==> src/rtl/call_request_latch.sv <==
// call_request_latch: synchronise and debounce three call buttons, then latch each as a pending request until its floor is serviced
module call_request_latch #(
  parameter int DEBOUNCE = 4,
  parameter int DWELL = 8,
  parameter int CNT_W = 8
) (
  input  logic clk,
  input  logic rst,
  input  logic btn1,
  input  logic btn2,
  input  logic btn3,
  input  logic floor1,
  input  logic floor2,
  input  logic floor3,
  input  logic door,
  input  logic moving,
  output logic led1,
  output logic led2,
  output logic led3
);
  typedef enum logic [1:0] {IDLE, PENDING, SERVING} state_e;
  logic [2:0] btn, flr, at, press, differ, db_last;
  logic [2:0] s1_q, s2_q, deb_q, deb_d, prev_q, led_q, led_d;
  logic [CNT_W-1:0] db_cnt_q [3];
  logic [CNT_W-1:0] db_cnt_d [3];
  logic [CNT_W-1:0] dwell_q, dwell_d;
  state_e state_q [3];
  state_e state_d [3];
  logic legal, dwell_end, hold;
  assign btn = {btn3, btn2, btn1};
  assign flr = {floor3, floor2, floor1};
  assign legal = (flr & (flr - 3'd1)) == 3'd0;
  assign at = flr & {3{door & ~moving & legal}};
  assign press = deb_q & ~prev_q;
  assign dwell_end = dwell_q == CNT_W'(DWELL - 1);
  assign {led3, led2, led1} = led_q;
  always_comb begin
    hold = 1'b0;
    deb_d = deb_q;
    led_d = led_q;
    differ = '0;
    db_last = '0;
    db_cnt_d = db_cnt_q;
    state_d = state_q;
    for (int i = 0; i < 3; i++) begin
      differ[i] = s2_q[i] != deb_q[i];
      db_last[i] = db_cnt_q[i] == CNT_W'(DEBOUNCE - 1);
      db_cnt_d[i] = (differ[i] && !db_last[i]) ? db_cnt_q[i] + 1'b1 : '0;
      deb_d[i] = (differ[i] && db_last[i]) ? s2_q[i] : deb_q[i];
      state_d[i] = state_q[i] == IDLE ? ((press[i] && !at[i]) ? PENDING : IDLE)
                 : state_q[i] == PENDING ? (at[i] ? SERVING : PENDING)
                 : !at[i] ? PENDING
                 : (dwell_end && !press[i]) ? IDLE : SERVING;
      hold = hold | (state_q[i] == SERVING && at[i] && !press[i] && !dwell_end);
      led_d[i] = state_q[i] != IDLE;
    end
    dwell_d = hold ? dwell_q + 1'b1 : '0;
  end
  always_ff @(posedge clk) begin
    if (rst) begin
      s1_q <= '0;
      s2_q <= '0;
      deb_q <= '0;
      prev_q <= '0;
      led_q <= '0;
      dwell_q <= '0;
      for (int i = 0; i < 3; i++) begin
        db_cnt_q[i] <= '0;
        state_q[i] <= IDLE;
      end
    end else begin
      s1_q <= btn;
      s2_q <= s1_q;
      deb_q <= deb_d;
      prev_q <= deb_q;
      led_q <= led_d;
      dwell_q <= dwell_d;
      for (int i = 0; i < 3; i++) begin
        db_cnt_q[i] <= db_cnt_d[i];
        state_q[i] <= state_d[i];
      end
    end
  end
endmodule

==> config.mk <==
export PLATFORM = sky130hd
export DESIGN_NAME = call_request_latch
export DESIGN_NICKNAME = d
export VERILOG_FILES = /design/src/rtl/call_request_latch.sv
export SDC_FILE = /design/constraint.sdc
export NUM_CORES = 1
export LEC_CHECK = 0
export CAP_MARGIN = 20
export CORE_MARGIN = 4
export CORE_UTILIZATION = 47
export CTS_CLUSTER_SIZE = 10
export DETAILED_ROUTE_END_ITERATION = 16
export HOLD_SLACK_MARGIN = 0.06
export PLACE_DENSITY = 0.72
export REMOVE_ABC_BUFFERS = 1
export SKIP_CTS_REPAIR_TIMING = 1
export SYNTH_ARGS = -nofsm -noshare
export SYNTH_HDL_FRONTEND = slang
export SYNTH_SLANG_ARGS = --single-unit
==> constraint.sdc <==
create_clock -name clk -period 3.75 [get_ports clk]
set_input_delay 0.75 -clock clk [delete_from_list [all_inputs] [get_ports clk]]
set_output_delay 0.75 -clock clk [all_outputs]
set_load 0.01 [all_outputs]
After elaboration in Yosys (flattened, before gate mapping). Cells that the tools add are included.

Register bits: 53. Bits of input ports: 10. Output and inout bits: 3. Logic and storage cells: 105.

Add/sub/neg operators: 5. Equality and inequality tests: 13. Multiplexer cells: 18. Bitwise operators: 13. Reduce and logical (&&, ||, !) cells: 42.

Operators with widths (number): $add A8 B1 Y8 const B (4); $mux W2 (15); $eq A8 B2 Y1 const B (3); $logic_and A1 B1 Y1 (21); $logic_not A1 Y1 (10); $and A3 B3 Y3 (3); $eq A8 B3 Y1 const B (1); $reduce_or A2 Y1 (4); $eq A2 B1 Y1 const B (3); $eq A2 B2 Y1 const B (3); $logic_not A2 Y1 (3); $reduce_bool A2 Y1 (3); $not A1 Y1 (5); $logic_not A3 Y1 (1); $mux W1 (3); $ne A1 B1 Y1 (3); $not A3 Y3 (1); $sub A3 B1 Y3 const B (1); $and A1 B1 Y1 (2); $or A1 B1 Y1 (2).

Depth between registers and ports, before layout.
Depth after elaboration: 12. Mapped depth: 5. Gate-level depth less buffers: 5.

Worst setup path before layout. Ideal clock, no wire load.

Path type: input port to flip-flop. Start: input port moving. End: register dwell_q[3]. Data arrival time: 1.885 ns. Data required time: 3.658 ns. Path slack: 1.773 ns. Cell stages on the path: 5. Buffers on the path: 0. Cell sequence: nand2b_4 or4b_4 nor3_2 nor3_2 nor4_1.

Cells in the longest elaborated chain, start to end: 11.

RTL lines: start, declared (RTL line 16) `input logic moving,`; $not A1 Y1 (*) (RTL line 33) `assign at = flr & {3{door & ~moving & legal}};`; $and A1 B1 Y1 (*) (2 in a row) (RTL line 33); $and A3 B3 Y3 (*) (RTL line 33); $logic_and A1 B1 Y1 (3 in a row) (RTL line 54) `hold = hold | (state_q[i] == SERVING && at[i] && !press[i] && !dwell_end);`; $or A1 B1 Y1 (RTL line 54); $or A1 B1 Y1 (*) (RTL line 54); $not A1 Y1 (no line) (*); $reduce_or A2 Y1 (no line) (*); end signal, assigned (RTL line 77) `dwell_q <= dwell_d;`; end, declared (RTL line 26) `logic [CNT_W-1:0] dwell_q, dwell_d;`.

Every way passes the cells marked *; elsewhere a longest branch is shown, timed or not. A chain may end at the register's enable or synchronous reset.

Worst setup path in the final report.
Start: input port door. End: register dwell_q[5].

Cells in the longest elaborated chain, start to end: 10.

RTL lines: start, declared (RTL line 15) `input logic door,`; $and A1 B1 Y1 (*) (2 in a row) (RTL line 33); $and A3 B3 Y3 (*) (RTL line 33); $logic_and A1 B1 Y1 (3 in a row) (RTL line 54); $or A1 B1 Y1 (RTL line 54); $or A1 B1 Y1 (*) (RTL line 54); $not A1 Y1 (no line) (*); $reduce_or A2 Y1 (no line) (*).

Marked as above.

==> reports/results.ini <==
[setup_path]
crit_path_max_incr_delay_ns=0.52
critical_path_peak_fanout=8
critPathArrivalTime_ns=2.40
slowest_stage=or4b_4
timing.critical_path.buf_inv=1
cp.required_ns=3.96
cp-end-kind=register
critical_path.cell_chain=clkdlybuf4s50_1 -> nand2b_4 -> or4b_4 -> nor3_2 -> nor3_2 -> nor4_1
start_kind=input pin
worst-setup-path-type=in -> reg
cpMostUsedCell=nor3_2
cpLargestDelayFamily=simple AND/OR/NAND/NOR gates

[clock_tree]
root_buffer_selected_by_cts=clkbuf_8
clk_latency_ns=0.30
clock_buffer_depth=2
clk_pin_slew_worst_setup_hold_paths_ns=0.09
clock-sinks=53
clock_tree.htree_level_count=2
cts_tree=yes
cts_buf_count=5

[power_and_ir_drop]
total_power_mw=0.928
power.clock.fraction_pct=36.1
net-switching-power_mw=0.181
vdd_drop_max_mv=0.325
share_comb_of_total_power_pct=2.6
power.static_leakage_nw=0.814
p_int_mw=0.747
seqPwrFrac_pct=61.2
power_switching_share_pct=19.5
power.density_cell_area_mw_per_mm2=401

[timing]
max_clock_freq_mhz=457
final_hold_viol_count=0
setup-tns-final_ns=0
period_minus_slack_ns=2.19
finalSetupViolCount=0
final_max_slew_viol_count=0
relSlewSlack_pct=49.5
worstMarginPinSlew_ns=0.755
setup_repair_after_global_routing_missed_its_margin=false
worst_setup_skew_after_layout_ns=0.00890
layout_worst_path_cycle_share_pct=58.4
hold_ws_ns=0.441

[die]
pin_count=13
die_height_um=73.8
floorplan.core_area_mm2=0.00409
fp-row-count=23
dieArea_mm2=0.00545
floorplan.initialDensity_pct=49.8
die_x_um=73.8

[place]
gp_congestion=0.796
placedCellCount=271
port_buffers=12
instance_area_after_placement_mm2=0.00221
hpwlAfterDp_um=2200

[routing]
top_signal_layer_used=met4
detail_route.wl_per_cell_um=11.0
detail_route.wirelength_um=3060
vias=1413
dr_wl_met3_um=102
drcViolationCount=0
met2RoutedLength_um=1400
antenna_left=0
dr.first_iter.drc_count=69
first_pass_iters=4
wl_met1_um=1490
post_drt_via_cell_ratio=5.06

[final_layout]
mostFrequentLayoutCells=dfxtp_1 (53), nor2_1 (34), nand2_1 (16), nand3_1 (16), xnor2_1 (14)
postLayoutCellArea_mm2=0.00232
layout-drive-gt1-share_pct=6.99
area_delta_synth_final_pct=13.8
num-nets-final=242
final_antenna_diode_count=0
layout.cells.non_filler=279
layout_commonest_cell=dfxtp_1

[global_route]
overflow_left_after_global_routing=0
grt_pass1_wl_um=5510
globalRouteTotalUtil_pct=13.1
largest_net_degree_at_the_start_of_global_routing=21
number_of_antenna_violations_at_the_first_check_in_global_routing=0
grt_pass1_vias=1317

[job]
cap_violations=0

[synthesis]
yosys-mux-area-fraction_pct=0
yosys.cell_types.count=25
post_synth.cell_area_avg_um2=9.65
post_synth_and_or_nand_nor_area_fraction_pct=30.7
synth-warning-count=0
post_synth_xor_area_fraction_pct=11.6
synth.ff_latch_count=53
netlist_instances=211
post_synth_instance_area_mm2=0.00204
synth_top_family_by_area=simple AND/OR/NAND/NOR gates
synth-compound-area-share_pct=2.52
yosysSeqAreaShare_pct=52.1
post_synth_fa_ha_maj_area_fraction_pct=2.46

[min_path]
hold_path_class=reg -> reg

[run_status]
run_status=finished, final reports clean

## per-stage QoR
step,util [%],worst slack (ns)
after detailed placement,54.2,1.24
after global routing,56.7,1.39
final,56.7,1.56
after CTS,56.7,1.56
after floorplan,-,1.77
after global placement,54.2,1.28
## registers in the layout, summed over array words and instances (netlist names)
register / count
s1_q: 3
prev_q: 3
dwell_q: 8
deb_q: 3
state_q: 6
db_cnt_q: 24
s2_q: 3
led_q: 3
## power by group through the flow
stage / sequential (mW) / clock [mW] / combinational [mW]
detailed placement: 0.582 / 0 / 0.0249
CTS: 0.568 / 0.350 / 0.0249
finish: 0.568 / 0.335 / 0.0246
floorplan: 0.581 / 0 / 0.00798
global placement: 0.581 / 0 / 0.0245
global route: 0.569 / 0.376 / 0.0270
## path summary, 6_finish.rpt
kind / startpoint / to / slack (ns) / cells after the start
hold reg to reg: db_cnt_q[16] / db_cnt_q[16] / 0.44 / 1
setup reg to reg: dwell_q[4] / state_q[5] / 2.06 / 3
setup / recovery: door / dwell_q[5] / 1.56 / 6
hold / removal: db_cnt_q[16] / db_cnt_q[16] / 0.44 / 1
## layer usage
| metal | track usage (%) | up-vias |
|---|---|---|
| li1 | - | 749 |
| met1 | 15.4 | 642 |
| met2 | 21.3 | 17 |
| met3 | 4.10 | 5 |
| met4 | 6.64 | 0 |
| met5 | 0 | - |
## synth_stat cells
master     n  area, um^2
nor4_1     5        31.3
clkbuf_1   3        11.3
nor4b_1    4        35.0
nor3_1     5        25.0
dfxtp_1   53        1060
a21oi_1    5        25.0
and4b_1    1        10.0
nor2b_1    9        56.3
nand2b_4   1        13.8
xor2_1    13         114
a211oi_1   1        7.51
xnor2_1   14         123
and3_1     9        56.3
ha_1       4        50.1
or4b_4     1        13.8
nor3_2     4        40.0
or4b_1     1        10.0
and2_1     2        12.5
nand3_1   16        80.1
nand2_1   16        60.1
nand2b_1   5        31.3
nor2_1    34         128
or4_1      1        7.51
a31oi_1    3        18.8
nor4b_2    1        15.0
## area by class of cell
class / instances / area (um^2)
Tap cell: 50 / 62.6
Fill cell: 387 / 1770
Multi-Input combinational cell: 155 / 963
Clock buffer: 7 / 96.3
Sequential cell: 53 / 1060
Timing Repair Buffer: 13 / 128
Clock inverter: 1 / 5.00
## cell families (layout without fill, tap and decap cells)
| logic type | count (synthesis) | in the layout |
|---|---|---|
| buf+inv | 3 | 21 |
| simple gates | 115 | 115 |
| xor+xnor | 27 | 27 |
| fa+ha+maj | 4 | 4 |
| flops | 53 | 53 |
| compound gates | 9 | 9 |
(Power assumes the default switching activity.)
